## src/rtl/decode_pkg.sv

```systemverilog
// Shared definitions for the MIPS decode stage: instruction field layout,
// the fixed-width part of the ID/EX payload and the field-split helper.
package decode_pkg;

  localparam int INSTR_W     = 32;
  localparam int OPCODE_W    = 6;
  localparam int FUNCT_W     = 6;
  localparam int SHAMT_W     = 5;
  localparam int IMM_W       = 16;
  localparam int ADDR_W      = 26;
  localparam int REG_FIELD_W = 5;

  // Bit positions of each field inside the 32-bit instruction word.
  localparam int OPCODE_LSB  = 26;
  localparam int RS_LSB      = 21;
  localparam int RT_LSB      = 16;
  localparam int RD_LSB      = 11;
  localparam int SHAMT_LSB   = 6;
  localparam int FUNCT_LSB   = 0;
  localparam int IMM_LSB     = 0;
  localparam int ADDR_LSB    = 0;

  // Width-independent part of the ID/EX payload. Register indices are kept
  // at full field width here and narrowed to REG_ADDR_W by the stage.
  typedef struct packed {
    logic [OPCODE_W-1:0]    opcode;
    logic [FUNCT_W-1:0]     funct;
    logic [SHAMT_W-1:0]     shamt;
    logic [ADDR_W-1:0]      addr;
    logic [REG_FIELD_W-1:0] rs;
    logic [REG_FIELD_W-1:0] rt;
    logic [REG_FIELD_W-1:0] dest;
    logic                   reg_write;
  } idex_ctl_t;

  // Split an instruction into its fields and resolve the destination index.
  function automatic idex_ctl_t decode_fields(input logic [INSTR_W-1:0] instr,
                                              input logic               reg_dst,
                                              input logic               reg_write);
    idex_ctl_t c;
    c.opcode    = instr[OPCODE_LSB +: OPCODE_W];
    c.funct     = instr[FUNCT_LSB +: FUNCT_W];
    c.shamt     = instr[SHAMT_LSB +: SHAMT_W];
    c.addr      = instr[ADDR_LSB +: ADDR_W];
    c.rs        = instr[RS_LSB +: REG_FIELD_W];
    c.rt        = instr[RT_LSB +: REG_FIELD_W];
    c.dest      = reg_dst ? instr[RD_LSB +: REG_FIELD_W] : instr[RT_LSB +: REG_FIELD_W];
    c.reg_write = reg_write;
    return c;
  endfunction

endpackage

```

## src/rtl/decode_stage_if.sv

```systemverilog
// Bundle of the decode stage's fetch-side, execute-side and write-back
// signals. master = surrounding pipeline, slave = decode stage.
interface decode_stage_if #(
  parameter int DATA_W     = 32,
  parameter int REG_ADDR_W = 5
);
  import decode_pkg::*;

  // fetch side
  logic                  in_valid;
  logic                  in_ready;
  logic [INSTR_W-1:0]    instr;
  logic                  reg_dst;
  logic                  reg_write;
  logic                  zero_ext;
  logic                  flush;

  // write-back side
  logic                  wb_en;
  logic [REG_ADDR_W-1:0] wb_addr;
  logic [DATA_W-1:0]     wb_data;

  // execute side
  logic                  out_valid;
  logic                  out_ready;
  logic [DATA_W-1:0]     out_rs_data;
  logic [DATA_W-1:0]     out_rt_data;
  logic [DATA_W-1:0]     out_imm;
  logic [REG_ADDR_W-1:0] out_rs;
  logic [REG_ADDR_W-1:0] out_rt;
  logic [REG_ADDR_W-1:0] out_dest;
  logic [OPCODE_W-1:0]   out_opcode;
  logic [FUNCT_W-1:0]    out_funct;
  logic [SHAMT_W-1:0]    out_shamt;
  logic [ADDR_W-1:0]     out_addr;
  logic                  out_reg_write;

  modport master (
    output in_valid, instr, reg_dst, reg_write, zero_ext, flush,
    output wb_en, wb_addr, wb_data,
    output out_ready,
    input  in_ready,
    input  out_valid, out_rs_data, out_rt_data, out_imm, out_rs, out_rt, out_dest,
    input  out_opcode, out_funct, out_shamt, out_addr, out_reg_write
  );

  modport slave (
    input  in_valid, instr, reg_dst, reg_write, zero_ext, flush,
    input  wb_en, wb_addr, wb_data,
    input  out_ready,
    output in_ready,
    output out_valid, out_rs_data, out_rt_data, out_imm, out_rs, out_rt, out_dest,
    output out_opcode, out_funct, out_shamt, out_addr, out_reg_write
  );

endinterface

```

## src/rtl/decode_reg_file.sv

```systemverilog
// Two-read / one-write register file with write-through bypass on both read
// ports, so an instruction decoded in the same cycle as its producer's
// write-back sees the new value. Register 0 is hardwired to zero when
// ZERO_REG is set.
module reg_file #(
  parameter int DATA_W     = 32,
  parameter int REG_ADDR_W = 5,
  parameter int ZERO_REG   = 1
) (
  input  logic                  clk,
  input  logic                  reset,
  input  logic                  we,
  input  logic [REG_ADDR_W-1:0] waddr,
  input  logic [DATA_W-1:0]     wdata,
  input  logic [REG_ADDR_W-1:0] raddr_a,
  output logic [DATA_W-1:0]     rdata_a,
  input  logic [REG_ADDR_W-1:0] raddr_b,
  output logic [DATA_W-1:0]     rdata_b
);

  localparam int NREG = 1 << REG_ADDR_W;

  logic [NREG-1:0][DATA_W-1:0] mem_q, mem_d;
  logic                        wr_ok;

  // Writes to r0 are dropped when it is the hardwired zero register.
  assign wr_ok = we && !((ZERO_REG != 0) && (waddr == '0));

  // Next-state of the array: only the addressed entry changes.
  always_comb begin
    mem_d = mem_q;
    if (wr_ok) mem_d[waddr] = wdata;
  end

  // Register storage, cleared asynchronously.
  always_ff @(posedge clk or posedge reset) begin
    if (reset) mem_q <= '0;
    else       mem_q <= mem_d;
  end

  // Port A read: pending write wins over stored value.
  always_comb begin
    rdata_a = mem_q[raddr_a];
    if (wr_ok && (waddr == raddr_a))               rdata_a = wdata;
    if ((ZERO_REG != 0) && (raddr_a == '0))        rdata_a = '0;
  end

  // Port B read: same bypass rule as port A.
  always_comb begin
    rdata_b = mem_q[raddr_b];
    if (wr_ok && (waddr == raddr_b))               rdata_b = wdata;
    if ((ZERO_REG != 0) && (raddr_b == '0))        rdata_b = '0;
  end

endmodule

```

## src/rtl/decode_stage.sv

```systemverilog
// MIPS instruction decode stage: splits the instruction, reads operands
// through a bypassed register file, extends the immediate and holds the
// result in an ID/EX register behind a valid/ready handshake. While the
// held instruction is stalled, write-backs to its source registers are
// folded into the held operands so execute never sees a stale value.
module decode_stage
  import decode_pkg::*;
#(
  parameter int DATA_W     = 32,
  parameter int REG_ADDR_W = 5,
  parameter int ZERO_REG   = 1
) (
  input logic           clk,
  input logic           reset,
  decode_stage_if.slave bus
);

  idex_ctl_t             ctl_new, ctl_q, ctl_d;
  logic [DATA_W-1:0]     rs_rd, rt_rd, imm_ext;
  logic [DATA_W-1:0]     rs_data_q, rs_data_d;
  logic [DATA_W-1:0]     rt_data_q, rt_data_d;
  logic [DATA_W-1:0]     imm_q, imm_d;
  logic                  valid_q, valid_d;
  logic [REG_ADDR_W-1:0] rs_idx, rt_idx, held_rs, held_rt;
  logic [IMM_W-1:0]      imm_raw;
  logic                  in_ready, accept, stalled, hit_rs, hit_rt;

  // Field split of the incoming instruction.
  assign ctl_new = decode_fields(bus.instr, bus.reg_dst, bus.reg_write);
  assign rs_idx  = REG_ADDR_W'(ctl_new.rs);
  assign rt_idx  = REG_ADDR_W'(ctl_new.rt);
  assign imm_raw = bus.instr[IMM_LSB +: IMM_W];

  // Immediate extension.
  assign imm_ext = bus.zero_ext ? {{(DATA_W-IMM_W){1'b0}}, imm_raw}
                                : {{(DATA_W-IMM_W){imm_raw[IMM_W-1]}}, imm_raw};

  reg_file #(
    .DATA_W     (DATA_W),
    .REG_ADDR_W (REG_ADDR_W),
    .ZERO_REG   (ZERO_REG)
  ) u_rf (
    .clk     (clk),
    .reset   (reset),
    .we      (bus.wb_en),
    .waddr   (bus.wb_addr),
    .wdata   (bus.wb_data),
    .raddr_a (rs_idx),
    .rdata_a (rs_rd),
    .raddr_b (rt_idx),
    .rdata_b (rt_rd)
  );

  // Handshake: the slot is free when empty or being drained this cycle.
  assign in_ready = !bus.flush && (!valid_q || bus.out_ready);
  assign accept   = bus.in_valid && in_ready;
  assign stalled  = valid_q && !bus.out_ready;

  // Write-back hits against the held source indices (r0 never hits when
  // it is the zero register, so its held zero is never overwritten).
  assign held_rs = REG_ADDR_W'(ctl_q.rs);
  assign held_rt = REG_ADDR_W'(ctl_q.rt);
  assign hit_rs  = bus.wb_en && (bus.wb_addr == held_rs) && ((ZERO_REG == 0) || (held_rs != '0));
  assign hit_rt  = bus.wb_en && (bus.wb_addr == held_rt) && ((ZERO_REG == 0) || (held_rt != '0));

  // ID/EX next state: flush beats accept, accept beats consume; stalled
  // operands are refreshed from the write-back port.
  always_comb begin
    valid_d   = valid_q;
    ctl_d     = ctl_q;
    rs_data_d = rs_data_q;
    rt_data_d = rt_data_q;
    imm_d     = imm_q;
    if (bus.flush) begin
      valid_d = 1'b0;
    end else if (accept) begin
      valid_d   = 1'b1;
      ctl_d     = ctl_new;
      rs_data_d = rs_rd;
      rt_data_d = rt_rd;
      imm_d     = imm_ext;
    end else if (bus.out_ready) begin
      valid_d = 1'b0;
    end
    if (stalled) begin
      if (hit_rs) rs_data_d = bus.wb_data;
      if (hit_rt) rt_data_d = bus.wb_data;
    end
  end

  // ID/EX pipeline register.
  always_ff @(posedge clk or posedge reset) begin
    if (reset) begin
      valid_q   <= 1'b0;
      ctl_q     <= '0;
      rs_data_q <= '0;
      rt_data_q <= '0;
      imm_q     <= '0;
    end else begin
      valid_q   <= valid_d;
      ctl_q     <= ctl_d;
      rs_data_q <= rs_data_d;
      rt_data_q <= rt_data_d;
      imm_q     <= imm_d;
    end
  end

  assign bus.in_ready      = in_ready;
  assign bus.out_valid     = valid_q;
  assign bus.out_rs_data   = rs_data_q;
  assign bus.out_rt_data   = rt_data_q;
  assign bus.out_imm       = imm_q;
  assign bus.out_rs        = held_rs;
  assign bus.out_rt        = held_rt;
  assign bus.out_dest      = REG_ADDR_W'(ctl_q.dest);
  assign bus.out_opcode    = ctl_q.opcode;
  assign bus.out_funct     = ctl_q.funct;
  assign bus.out_shamt     = ctl_q.shamt;
  assign bus.out_addr      = ctl_q.addr;
  assign bus.out_reg_write = ctl_q.reg_write;

endmodule

```

## src/flat_wrapper.sv

```systemverilog
// flat-port wrapper written by rule: the top's interface ports become plain ports
module decode_stage_flat import decode_pkg::*;
#(
  parameter int DATA_W     = 32,
  parameter int REG_ADDR_W = 5,
  parameter int ZERO_REG   = 1
)
  (clk, reset, bus_in_valid, bus_instr, bus_reg_dst, bus_reg_write, bus_zero_ext, bus_flush, bus_wb_en, bus_wb_addr, bus_wb_data, bus_out_ready, bus_in_ready, bus_out_valid, bus_out_rs_data, bus_out_rt_data, bus_out_imm, bus_out_rs, bus_out_rt, bus_out_dest, bus_out_opcode, bus_out_funct, bus_out_shamt, bus_out_addr, bus_out_reg_write);
  decode_stage_if #(.DATA_W(DATA_W), .REG_ADDR_W(REG_ADDR_W)) bus_i ();
  input logic clk;
  input logic reset;
  input wire logic [$bits(bus_i.in_valid)-1:0] bus_in_valid;
  input wire logic [$bits(bus_i.instr)-1:0] bus_instr;
  input wire logic [$bits(bus_i.reg_dst)-1:0] bus_reg_dst;
  input wire logic [$bits(bus_i.reg_write)-1:0] bus_reg_write;
  input wire logic [$bits(bus_i.zero_ext)-1:0] bus_zero_ext;
  input wire logic [$bits(bus_i.flush)-1:0] bus_flush;
  input wire logic [$bits(bus_i.wb_en)-1:0] bus_wb_en;
  input wire logic [$bits(bus_i.wb_addr)-1:0] bus_wb_addr;
  input wire logic [$bits(bus_i.wb_data)-1:0] bus_wb_data;
  input wire logic [$bits(bus_i.out_ready)-1:0] bus_out_ready;
  output wire logic [$bits(bus_i.in_ready)-1:0] bus_in_ready;
  output wire logic [$bits(bus_i.out_valid)-1:0] bus_out_valid;
  output wire logic [$bits(bus_i.out_rs_data)-1:0] bus_out_rs_data;
  output wire logic [$bits(bus_i.out_rt_data)-1:0] bus_out_rt_data;
  output wire logic [$bits(bus_i.out_imm)-1:0] bus_out_imm;
  output wire logic [$bits(bus_i.out_rs)-1:0] bus_out_rs;
  output wire logic [$bits(bus_i.out_rt)-1:0] bus_out_rt;
  output wire logic [$bits(bus_i.out_dest)-1:0] bus_out_dest;
  output wire logic [$bits(bus_i.out_opcode)-1:0] bus_out_opcode;
  output wire logic [$bits(bus_i.out_funct)-1:0] bus_out_funct;
  output wire logic [$bits(bus_i.out_shamt)-1:0] bus_out_shamt;
  output wire logic [$bits(bus_i.out_addr)-1:0] bus_out_addr;
  output wire logic [$bits(bus_i.out_reg_write)-1:0] bus_out_reg_write;
  assign bus_i.in_valid = bus_in_valid;
  assign bus_i.instr = bus_instr;
  assign bus_i.reg_dst = bus_reg_dst;
  assign bus_i.reg_write = bus_reg_write;
  assign bus_i.zero_ext = bus_zero_ext;
  assign bus_i.flush = bus_flush;
  assign bus_i.wb_en = bus_wb_en;
  assign bus_i.wb_addr = bus_wb_addr;
  assign bus_i.wb_data = bus_wb_data;
  assign bus_i.out_ready = bus_out_ready;
  assign bus_in_ready = bus_i.in_ready;
  assign bus_out_valid = bus_i.out_valid;
  assign bus_out_rs_data = bus_i.out_rs_data;
  assign bus_out_rt_data = bus_i.out_rt_data;
  assign bus_out_imm = bus_i.out_imm;
  assign bus_out_rs = bus_i.out_rs;
  assign bus_out_rt = bus_i.out_rt;
  assign bus_out_dest = bus_i.out_dest;
  assign bus_out_opcode = bus_i.out_opcode;
  assign bus_out_funct = bus_i.out_funct;
  assign bus_out_shamt = bus_i.out_shamt;
  assign bus_out_addr = bus_i.out_addr;
  assign bus_out_reg_write = bus_i.out_reg_write;
  decode_stage #(.DATA_W(DATA_W), .REG_ADDR_W(REG_ADDR_W), .ZERO_REG(ZERO_REG)) u_core (.clk(clk), .reset(reset), .bus(bus_i));
endmodule
```

## config.mk

```make
export PLATFORM = sky130hd
export DESIGN_NAME = decode_stage_flat
export DESIGN_NICKNAME = d
export VERILOG_FILES = /design/src/rtl/decode_pkg.sv /design/src/rtl/decode_stage_if.sv /design/src/rtl/decode_reg_file.sv /design/src/rtl/decode_stage.sv /design/src/flat_wrapper.sv
export SDC_FILE = /design/constraint.sdc
export NUM_CORES = 2
export LEC_CHECK = 0
export CAP_MARGIN = 30
export CORE_AREA = 2 2 442 444
export CTS_BUF_LIST = sky130_fd_sc_hd__clkbuf_16
export DETAILED_ROUTE_END_ITERATION = 8
export DIE_AREA = 0 0 444 446
export HOLD_SLACK_MARGIN = 0.15
export PLACE_DENSITY = 0.45
export SLEW_MARGIN = 25
export SYNTH_ARGS = -nofsm -noshare
export SYNTH_HDL_FRONTEND = slang
export SYNTH_SLANG_ARGS = --single-unit
```

## constraint.sdc

```tcl
create_clock -name clk -period 50.5 [get_ports clk]
set_clock_uncertainty 0.15 [all_clocks]
set_input_delay 15.15 -clock clk [delete_from_list [all_inputs] [get_ports clk]]
set_output_delay 15.15 -clock clk [all_outputs]
set_load 0.1 [all_outputs]
```

Yosys cells after proc, flatten, opt, wreduce, memory -nomap -nowiden

Cells that the tools add are included.

Bitwise operators: 1
Order comparisons: 4
Multiplexer cells: 24
Eq/ne operators: 4
Reductions and logical operators: 23

Operator list:

| cell                                                                  | number |
|---|---|
| 1024-bit bitwise mux                                                  | 1 |
| 32-bit 2-to-1 mux                                                     | 16 |
| 32-bit binary-select mux with 5-bit select                            | 2 |
| 32-bit demux with 5-bit select                                        | 1 |
| 5-bit equality test                                                   | 4 |
| 5-bit by 6-bit < comparator with 1-bit output, second input constant  | 3 |
| 5-bit logical NOT                                                     | 3 |
| 1-bit logical AND                                                     | 11 |
| 5-bit nonzero test                                                    | 2 |
| 5-bit by 1-bit >= comparator with 1-bit output, second input constant | 1 |
| 5-bit 2-to-1 mux                                                      | 1 |
| 1-bit logical NOT                                                     | 4 |
| 1-bit 2-to-1 mux                                                      | 3 |
| 3-bit nonzero test                                                    | 1 |
| 2-bit AND reduction                                                   | 1 |
| 1-bit logical OR                                                      | 1 |
| 1-bit NOT                                                             | 1 |

Output and inout bits: 157
Logic and storage cells: 100
Bits in registers: 1180
Input port bits: 78

Longest topological paths before layout

Depth after elaboration: 10
Depth in mapped cells: 9
Gate-level depth less buffers: 5

Modules after synthesis

From an unflattened synthesis, not the netlist that was laid out.

Cell total of the unflattened synthesis: 4338
Area, all modules: 61029.8 µm²

Modules (own cells, without submodules):

| module       | cells each | seq. area each (µm²) | area an instance (µm²) | instances |
|---|---|---|---|---|
| reg_file     | 3959       | 25624.6              | 55388.1                | 1 |
| decode_stage | 379        | 2602.5               | 5641.7                 | 1 |

Least setup slack after synthesis

No wires, ideal clock.

Path type: input to output
Start point: in bus_out_ready
End point: out bus_in_ready
Data required time: 35200 ps
Stages on the path: 2
Path buffers: 0
Data arrival time: 16493 ps
Setup slack: 18707 ps
Cell sequence: nor2b_1 nor2_1

Cells in the longest elaborated chain, start to end: 2

Ends and longest elaborated chain:

| element           | RTL line           | source |
|---|---|---|
| from (decl)       | flat_wrapper.sv:21 | `input wire logic [$bits(bus_i.out_ready)-1:0] bus_out_ready;` |
| 1-bit logical OR  | decode_stage.sv:55 | `assign in_ready = !bus.flush && (!valid_q \|\| bus.out_ready);` |
| 1-bit logical AND | decode_stage.sv:55 |  |
| to (decl)         | flat_wrapper.sv:22 | `output wire logic [$bits(bus_i.in_ready)-1:0] bus_in_ready;` |

No other way between the ends.

Final worst setup path

Ends and elaborated chain as after synthesis.

==> reports/qor.txt <==
Status - finished clean
Nets - 4633
Post-synthesis register bit count - 1128
R2r worst-path depth - 7
H-tree levels - 4
Final period utilization - 63.97%
Total grt overflow - 0
Distinct cell type count after synthesis - 41
Max-cap violations - 0
Hold_buf cts - 0
EDFF count, synth - 0
Top FF cell, synth - dfrtp_1
Synth-to-layout area growth - 15.27%
WHS - 0.2420 ns
Mapped Cells - 4615
Post-Syn Area per Cell - 12.53 µm²
Min cycle time layout - 32.31 ns
Hold crit path type - flop to flop
Routed length on met2 - 97720 µm
Drt first-iter violations - 3526
Number of CTS-inserted buffers - 135
Final Hold Fails - 0
First-pass GRT wire length - 305000 µm
Vias per cell - 5.535
Pins over their slew limit - 0
Post_cts resized - 0
HPWL Detailed - 114600 µm
Critical-path cell list - clkdlybuf4s50_1, nor2b_1, nor2_1, clkdlybuf4s50_1
CTS tree - done
Yosys warns - 0
Clk_lat worst skew - 0.77 ns
Vias in the first global route - 40.99k
Wire per inst - 29.09 µm
Placeable Area - 193600 µm²
Synthesized cell area - 57810 µm²
Data required time of the worst path - 35.20 ns
Worst-path clk slew - 0.06 ns
CP max-delay cell - clkdlybuf4s50_1
Crit Path Max Fanout - 4
Antenna violations before repair - 11
CP arrival - 17.01 ns
PD cells - 42.57 nW/µm²
ANT nets after route - 0
Clock sink total - 1128
RSZ-0062 raised after global routing - false
Die H - 446 µm
Met3 wire length - 11740 µm
Sequential area share after synthesis - 48.83%
TritonRoute pass-1 iters - 7
Die area - 198000 µm²
IO buf count - 234
CTS root buffer - clkbuf_16
Actual slew at the worst max-slew pin - 1.116 ns
Post-CTS setup buffer count - 0
Ports - 235
Relative slew slack - 25.60%
Leakage - 28.30 nW
WL final - 209300 µm
Gr usage total - 21.17%
Most common cell on crit path - clkdlybuf4s50_1
Metal-1 WL - 92870 µm
Peak VDD IR - 0.00003189 V
Buf/Inv on CP - 2
CP peak stage delay - 1.15 ns
GP Congestion - 0.7361
WHS Path Cells - 0
Max Used Layer - met5
Worst reg2reg setup slack - 47.17 ns
Die X - 444 µm
Top delay family on crit path - buffers and inverters
Pin count of the biggest net entering global routing - 156
Starting Density - 29.86%
Max Clk Rate - 0.03095 GHz
Ys async rst share - 100.0%
Final TNS setup - 0 ns
Seq. cell area - 28230 µm²
Multi-input logic area - 27340 µm²
Setup CP Type - primary input to output port
DR vias - 39.83k
Layout cells sized above 1 - 29.31%
# DRC - 0
Synthesized Nets - 4693
Crit path launch type - primary input
Endpoints failing setup - 0
Clock Tree Buf Depth - 3
Rows - 162
Fill cell count - 18.94k
Total stage count of the critical path - 4
Setup crit end kind - output port
path summary, 6_finish.rpt:
check | startpoint | end
max | bus_out_ready | bus_in_ready
min in group asynchronous | reset | u_core.bus.out_rs_data[29]$_DFF_PP0_
max in group asynchronous | reset | u_core.u_rf.mem_q[517]$_DFFE_PP0P_
max reg2reg | u_core.bus.out_valid$_DFFE_PP0P_ | u_core.bus.out_rs_data[30]$_DFF_PP0_
min reg2reg | u_core.u_rf.mem_q[24]$_DFFE_PP0P_ | u_core.u_rf.mem_q[24]$_DFFE_PP0P_
min | u_core.u_rf.mem_q[24]$_DFFE_PP0P_ | u_core.u_rf.mem_q[24]$_DFFE_PP0P_
metrics by stage:
stage                     worst slack, ns  power [mW]  instance area [µm²]  cells  util (%)
after floorplan                     3.435       1.720                57810   4615         -
after global placement              18.14       1.890                61940   6938     32.00
after detailed placement            18.20       1.912                62270   6950     32.17
after CTS                           18.19       2.860                66410   7185     34.31
after global routing                18.14       2.966                66630   7195     34.42
final                               18.19       2.836                66630   7196     34.42
registers in the layout, indices dropped and copies added, names as in the netlist:
signal,count
u_core.u_rf.mem_q,1024
u_core.bus.out_rs_data,32
u_core.bus.out_rt_data,32
u_core.bus.out_imm,17
u_core.bus.out_opcode,6
u_core.bus.out_dest,5
u_core.bus.out_rs,5
u_core.bus.out_rt,4
u_core.bus.out_addr,1
u_core.bus.out_reg_write,1
u_core.bus.out_valid,1
worst register-to-register path: stages, from the launching register on:
cell and delay (ns):
dfrtp_1 0.36, nor2b_1 0.31, nor2_1 0.10, nand2_1 0.08, buf_4 0.40, o31a_2 0.92, buf_4 0.66, o2111ai_2 0.21
Yosys cell counts (all sizes together) (29+ instances only):
| master | number | area, µm² |
|---|---|---|
| o21ai | 545 | 2728 |
| nand4 | 64 | 400.4 |
| mux4 | 512 | 11530 |
| nand2 | 856 | 3213 |
| nand4b | 64 | 560.5 |
| o2111ai | 64 | 935.9 |
| inv | 33 | 123.9 |
| clkbuf | 326 | 1224 |
| a22oi | 256 | 1922 |
| mux2 | 448 | 5045 |
| dfrtp | 1128 | 28230 |
| nor2 | 29 | 108.9 |
| buf | 214 | 1214 |
placed cells by master (no fill, tap or decap), types with 15 or more instances in the layout:
master / count
nand2_1: 842
mux2_2: 448
a22oi_1: 256
clkinv_1: 31
dfrtp_1: 1128
mux4_2: 512
buf_4: 85
nand4_1: 64
clkinv_2: 16
clkdlybuf4s50_1: 227
inv_1: 64
nor2_1: 15
nand4b_1: 64
clkbuf_16: 141
o21ai_0: 531
o2111ai_2: 60
area by class of cell:
cell class | instances | area share (%)
antenna | 1 | 0.003755
clock buffer | 141 | 5.295
clock inverter | 94 | 0.9201
inverter | 33 | 0.1972
multi-input combinational | 2914 | 41.04
sequential | 1128 | 42.36
tap | 2542 | 4.773
timing repair buffer | 343 | 5.413
where the power goes:
| group | leakage [nW] | switching (mW) | internal, mW |
|---|---|---|---|
| combinational | 11.6 | 0.394 | 0.297 |
| sequential | 14.6 | 0.132 | 1.07 |
| clock | 2.15 | 0.400 | 0.541 |
| total | 28.3 | 0.925 | 1.91 |
per-layer routing:
metal | vias to the layer above | global-route usage [%]
met1 | 21250 | 29.20
met4 | 10 | 7.243
li1 | 16990 | -
met5 | - | 0
met2 | 1233 | 33.84
met3 | 347 | 3.412
cells by family (layout without fill, tap and decap cells):
kind of cell	count (synthesis)	count (layout)	synth area share, %
AO/OA/AOI/OAI	876	876	9.792
AND/OR/NAND/NOR	1053	1053	7.868
multiplexers	965	965	28.76
other	0	1	0
flip-flops	1128	1128	48.83
XOR/XNOR	20	20	0.3160
buffers and inverters	573	611	4.431
Power figures use the tool's default switching activity.
